$ cat config.mk
export PLATFORM = sky130hd
export DESIGN_NAME = lm32_dp_ram_reader
export DESIGN_NICKNAME = d
export VERILOG_FILES = /design/src/rtl/lm32_dp_ram_reader.sv
export SDC_FILE = /design/constraint.sdc
export NUM_CORES = 1
export LEC_CHECK = 0
export CAP_MARGIN = 10
export CORE_ASPECT_RATIO = 1.1
export CORE_MARGIN = 5
export CORE_UTILIZATION = 54
export DETAILED_ROUTE_END_ITERATION = 10
export PLACE_DENSITY = 0.95
export RECOVER_POWER = 25
export SYNTH_ARGS = -nofsm -noshare
export SYNTH_HDL_FRONTEND = slang
export SYNTH_SLANG_ARGS = --single-unit
export TNS_END_PERCENT = 1
$ cat constraint.sdc
create_clock -name clk_i -period 5.2 [get_ports clk_i]
set_clock_uncertainty 0.15 [all_clocks]
set_input_delay 1.56 -clock clk_i [delete_from_list [all_inputs] [get_ports clk_i]]
set_output_delay 1.56 -clock clk_i [all_outputs]
set_load 0.005 [all_outputs]
$ cat src/rtl/lm32_dp_ram_reader.sv
// Purpose: streams a burst of words out of a registered-read dual-port RAM onto a valid/ready interface.
// Latency: start_i at edge N gives the first beat on valid_o from edge N+2; one beat per cycle with ready_i held high.
// Backpressure: reads are issued only while 3-entry FIFO occupancy plus the in-flight read is below 3, so a stalled consumer never loses data.
module lm32_dp_ram_reader #(
    parameter int addr_width = 32,
    parameter int data_width = 8,
    parameter int len_width  = 16
) (
    input  logic                  clk_i,
    input  logic                  rst_i,
    input  logic                  start_i,
    input  logic [addr_width-1:0] base_i,
    input  logic [len_width-1:0]  len_i,
    output logic [addr_width-1:0] ram_raddr_o,
    input  logic [data_width-1:0] ram_rdata_i,
    output logic [data_width-1:0] data_o,
    output logic                  valid_o,
    input  logic                  ready_i,
    output logic                  busy_o,
    output logic                  done_o
);

    typedef enum logic [1:0] {
        S_IDLE  = 2'd0,
        S_RUN   = 2'd1,
        S_DRAIN = 2'd2
    } state_t;

    state_t                state;
    logic [addr_width-1:0] cur_addr;
    logic [len_width-1:0]  remaining;
    logic                  in_flight;
    logic                  zero_pend;
    logic                  done_q;

    logic [data_width-1:0] fifo_mem [3];
    logic [1:0]            wr_ptr;
    logic [1:0]            rd_ptr;
    logic [1:0]            count;

    logic [2:0]            occupancy;
    logic                  issue;
    logic                  push;
    logic                  pop;
    logic [1:0]            count_nxt;
    logic                  drain_done;

    function automatic logic [1:0] ptr_inc(input logic [1:0] p);
        return (p == 2'd2) ? 2'd0 : p + 2'd1;
    endfunction

    // Issue decision uses only registered occupancy, so ready_i never reaches the RAM address.
    always_comb begin
        occupancy  = {1'b0, count} + {2'b00, in_flight};
        issue      = (state == S_RUN) && (occupancy < 3'd3);
        push       = in_flight;
        pop        = valid_o && ready_i;
        count_nxt  = count + {1'b0, push} - {1'b0, pop};
        drain_done = (state == S_DRAIN) && !in_flight && (count_nxt == 2'd0);
    end

    // Burst FSM, address/length counters, in-flight tracking and FIFO storage.
    always_ff @(posedge clk_i) begin
        if (!rst_i) begin
            state     <= S_IDLE;
            cur_addr  <= '0;
            remaining <= '0;
            in_flight <= 1'b0;
            zero_pend <= 1'b0;
            done_q    <= 1'b0;
            wr_ptr    <= 2'd0;
            rd_ptr    <= 2'd0;
            count     <= 2'd0;
            for (int i = 0; i < 3; i++) begin
                fifo_mem[i] <= '0;
            end
        end else begin
            // RAM data for the read issued last cycle is present now.
            in_flight <= issue;
            if (push) begin
                fifo_mem[wr_ptr] <= ram_rdata_i;
                wr_ptr           <= ptr_inc(wr_ptr);
            end
            if (pop) begin
                rd_ptr <= ptr_inc(rd_ptr);
            end
            count     <= count_nxt;
            done_q    <= zero_pend || drain_done;
            zero_pend <= 1'b0;

            case (state)
                S_IDLE: begin
                    if (start_i) begin
                        if (len_i != '0) begin
                            cur_addr  <= base_i;
                            remaining <= len_i;
                            state     <= S_RUN;
                        end else begin
                            // Empty burst: no reads, just a completion pulse next cycle.
                            zero_pend <= 1'b1;
                        end
                    end
                end
                S_RUN: begin
                    if (issue) begin
                        cur_addr  <= cur_addr + addr_width'(1);
                        remaining <= remaining - len_width'(1);
                        if (remaining == len_width'(1)) begin
                            state <= S_DRAIN;
                        end
                    end
                end
                S_DRAIN: begin
                    if (drain_done) begin
                        state <= S_IDLE;
                    end
                end
                default: state <= S_IDLE;
            endcase
        end
    end

    assign ram_raddr_o = cur_addr;
    assign data_o      = fifo_mem[rd_ptr];
    assign valid_o     = (count != 2'd0);
    assign busy_o      = (state != S_IDLE);
    assign done_o      = done_q;

endmodule

== After elaboration in Yosys (flattened, before gate mapping) ==
Memory sizes are Yosys's and may differ from the RTL's. A register that Yosys moved wholly into a read port is not among the register bits.
Index checks and enable logic that the tools add are counted.

* Add/subtract/negate cells: 7
* Order comparisons: 1
* Eq/ne operators: 10
* Mux-type cells: 26
* Reduce and logical (&&, ||, !) cells: 16

{| class="wikitable"
|+ Operator list
! kind !! number
|-
| 32-bit 2-to-1 mux || 3
|-
| 32-bit one-hot mux with 2 select lines || 1
|-
| 16-bit 2-to-1 mux || 3
|-
| 32-bit by 1-bit adder with 32-bit output (second input constant) || 1
|-
| 16-bit one-hot mux with 2 select lines || 1
|-
| 2-bit 2-to-1 mux || 10
|-
| 16-bit by 1-bit == test with 1-bit output (second input constant) || 1
|-
| 16-bit nonzero test || 1
|-
| 16-bit by 1-bit subtractor with 16-bit output (second input constant) || 1
|-
| 8-bit 2-to-1 mux || 1
|-
| 2-bit inequality test (second input constant) || 4
|-
| 8-bit OR reduction || 1
|-
| 2-bit == test (second input constant) || 3
|-
| 1-bit 2-to-1 mux || 6
|-
| 2-bit one-hot mux with 3 select lines || 1
|-
| 2-bit nonzero test || 3
|-
| 5-bit AND reduction || 1
|-
| 2-bit by 1-bit adder with 2-bit output (second input constant) || 2
|-
| 1-bit logical AND || 4
|-
| 2-bit logical NOT || 2
|-
| 4-bit AND reduction || 1
|-
| 2-bit by 1-bit adder with 3-bit output || 1
|-
| 3-bit by 2-bit less-than comparator with 1-bit output (second input constant) || 1
|-
| 3-bit AND reduction || 1
|-
| other kinds (6) || 6
|}

* Flip-flop bits (word level): 59
* Memory bits (writable): 24
* Input bits: 60
* Output and inout bits: 43
* Memories: 1

{| class="wikitable"
|+ Memories
! name !! words !! width !! read ports !! clocked after memory_dff !! write ports !! line !! text
|-
| fifo_mem || 3 || 8 || 1 || 1 || 3 || 36 || <nowiki>logic [data_width-1:0] fifo_mem [3];</nowiki>
|}

== Logic depth before layout (Yosys ltp) ==
* Word-level depth: 7
* Gate-level depth with buffers: 9
* Depth with buffers taken out: 8

== Worst setup path after synthesis ==
OpenSTA, ideal clock, no wires.

* Kind: in2reg
* Start point: in len_i[3]
* End point: reg remaining[13]
* Setup time: 0.119 ns
* Data arrival time: 2.911 ns
* Setup slack: 2.020 ns
* Cell stages on the path: 6
* Buffers on the path: 1
* Path through: nor4_1 -> nand4_1 -> a31oi_4 -> buf_6 -> a21oi_1 -> o221a_2

* Cells in the longest elaborated chain, start to end: 3

{| class="wikitable"
|+ RTL lines
! item !! line !! text
|-
| start, declared || 13 || <nowiki>input logic [len_width-1:0] len_i,</nowiki>
|-
| 16-bit nonzero test || 94 || <nowiki>if (len_i != '0) begin</nowiki>
|-
| 2-bit inequality test (no line) || - ||
|-
| 4-bit AND reduction (no line) || - ||
|-
| end signal, assigned || 96 || <nowiki>remaining <= len_i;</nowiki>
|-
| end signal, assigned || 107 || <nowiki>remaining <= remaining - len_width'(1);</nowiki>
|-
| end, declared || 31 || <nowiki>logic [len_width-1:0] remaining;</nowiki>
|}

No other way between the ends.
A chain may end at the register's enable or synchronous reset.

== Worst setup path after layout ==
Same ends and word-level chain as after synthesis.

==> results_dict.tcl <==
set metrics [dict create \
    hp-class "register to register" \
    synthMuxAreaShare 0.0432 \
    drt-vias-per-instance 6.35 \
    cts_buffers 9 \
    gp_congestion 0.932 \
    maxSlewHeadroom 0.203 \
    dp_cells 757 \
    r2r_end "ram_raddr_o[16]" \
    p_leak_uw 0.00228 \
    drt_pass1_iterations 8 \
    synth_top_cell_area_share 0.240 \
    ctsHoldBuffers 0 \
    regToRegSetupSlack_ns 2.38 \
    slew_viol_final 0 \
    fin_hold_ws_ns 0.311 \
    ant_nets 0 \
    ys.flop_type "dfxtp_1" \
    vdd_ir_drop_max_v 0.000147 \
    route.detailed.drc 0 \
    fp-row-count 37 \
    htree_levels 3 \
    root_buffer "clkbuf_8" \
    dr.first_iter.drc_count 385 \
    synth-simple-area-share 0.244 \
    yosysMostFrequentCell "nand2_1" \
    place_ws_ns 1.00 \
    fin_setup_tns_ns 0 \
    setup_viol 0 \
    use_met2 0.418 \
    area_delta_synth_final_pct 25.1 \
    path_clk_slew_ns 0.09 \
    placed_area_um2 6150 \
    synth_xor_area_frac 0.00344 \
    cts.sinks 93 \
    path_max_fanout 38 \
    ys_ff_latch 93 \
    r2r_start "in_flight" \
    grt_overflow_total 0 \
    synthTopCellsByArea "dfxtp_1, edfxtp_1, a21oi_1, nand2_1, and2_1" \
    rsz0062_at_grt "false" \
    required_ns 5.32 \
    finalWorstSetupSlack_ns 1.33 \
    hold_violations 0 \
    synth_edf_count 32 \
    grt_util_all_layers 0.251 \
    synth_largest_area_cell "dfxtp_1" \
    cts_tree "built" \
    start_util 0.547 \
    grt_util_met3 0.0570 \
    dp_hpwl_um 10200 \
    max_freq_mhz 258 \
    cp-end-kind "register" \
    met1_usage 0.304 \
    synth_compound_area_frac 0.218 \
    synth_top_family_by_area "simple AND/OR/NAND/NOR gates" \
    cts.path.max_buffers 2 \
    wl_per_cell_um 18.4 \
    ios 103 \
    grt_max_degree 42 \
    run_status "finished, final reports clean" \
    hold_end "done_o" \
    worstSkewPairLatency_ns 0.37 \
    synth_cell_types 67 \
    io_buffers 102 \
    final_net_count 717 \
    post-route-cell-area_um2 6370 \
    grt-busiest-layer "met2" \
    r2r_cells 8 \
    holdPathStages 2 \
    maxCapViolations 0 \
    antenna_found_initial 0 \
    avgSynthCellArea_um2 9.02 \
    synth_area_um2 5090 \
    hold_start "zero_pend" \
    ys_seq_area_frac 0.428 \
    core_um2 9310 \
    synthTopCellsByCount "nand2_1, dfxtp_1, a21oi_1, nor2_1, o21ai_0" \
    synthCells 565 \
    cts_resized 0 \
    finalCritPeriodShare 0.745 \
    synth_fp_nets 631 \
    finalWorstPathRequiredPeriod_ns 3.87 \
    power_density_nw_per_um2 279 \
    ys_async_sr_fraction 0 \
    cts_setup_buffers 0 \
    die_h_um 112 \
    worst_pin_slew_ns 1.18 \
    drt_wl_total_um 14300 \
    die_area_um2 11500 \
    drive_gt1_frac 0.0793 \
    grt_pass1_wl_um 23100 \
    synthAdderAreaFrac 0.0147 \
    ys_warn_count 0 \
    grt_pass1_vias 4936 \
    setup.worst_path.class "input pin to register" \
    crit_arrival_ns 3.99 \
    num_vias 4915 \
    critPathLaunchType "input pin" \
    finalNonFillerCells 774 \
    die_w_um 103 \
]
==> metrics by stage <==
stage,total power [µW],utilization
after global routing,1860,0.684
final,1780,0.685
after detailed placement,1260,0.661
after global placement,1240,0.661
after floorplan,1080,-
after CTS,1780,0.684
==> power by group <==
| part | internal, µW | switching [µW] |
|---|---|---|
| clock | 277 | 255 |
| combinational | 188 | 193 |
| sequential | 801 | 64.5 |
| total | 1270 | 512 |
==> final cells by class <==
cell class | count | area (µm²)
inverters | 20 | 75.1
diodes | 1 | 2.50
clock buffers | 12 | 139
well taps | 117 | 146
fillers | 710 | 2940
flip-flops and latches | 93 | 2180
multi-input cells | 417 | 2670
clock inverters | 4 | 73.8
repair buffers | 110 | 1080
==> state kept, by name, summed over array words and instances, names as in the netlist, named ones only <==
signal and flops:
count 2, state 2, in_flight 1, done_o 1, ram_raddr_o 32, fifo_mem 32
zero_pend 1, wr_ptr 2, rd_ptr 2, remaining 16
==> logic make-up (layout without fill, tap and decap cells) <==
family / after synthesis / count (layout)
fa+ha+maj: 6 / 6
mux: 12 / 12
simple gates: 235 / 235
other cells: 0 / 1
flops: 93 / 93
buf+inv: 55 / 146
compound gates: 162 / 162
xor+xnor: 2 / 2
==> how the worst max path moves through the flow <==
| stage | slack (ns) | cells after the start | end | startpoint |
|---|---|---|---|---|
| floorplan | 2.02 | 6 | remaining[13] | len_i[3] |
| global placement | 1.09 | 7 | ram_raddr_o[4] | len_i[3] |
| detailed placement | 1.00 | 7 | remaining[13] | len_i[3] |
| CTS | 1.32 | 2 | data_o[7] | register |
| global route | 1.24 | 2 | data_o[7] | register |
| finish | 1.33 | 7 | remaining[13] | len_i[3] |
==> worst max-delay path: stages <==
cell and delay (ns):
clkdlybuf4s50_1 0.44, nor4_1 0.50, nand4_1 0.37, a31oi_4 0.35
buf_4 0.40, a21oi_1 0.09, o221a_2 0.28
==> placed cells by master, fill, tap and decap left out, drive strengths merged, types with 4 or more instances in the layout <==
cell type and count:
a21oi 54, a311oi 7, a31oi 5, and2 29, and4 8, buf 8, clkbuf 12, clkdlybuf4s50 84
dfxtp 61, dlygate4sd3 18, edfxtp 32, ha 6, inv 20, mux2i 4, mux4 8, nand2 62
nand2b 10, nand3 14, nand4 17, nor2 39, nor3 19, nor4 17, o21a 5, o21ai 36
o221a 6, o31ai 4, o32ai 8, or3 5, or4 4
==> layer usage <==
metal / vias up / wire, µm
met5: - / 0
met4: 0 / 466
met3: 49 / 1310
met2: 253 / 6900
met1: 2303 / 5610
li1: 2310 / -
No activity file was read; power rests on OpenSTA's default activity.
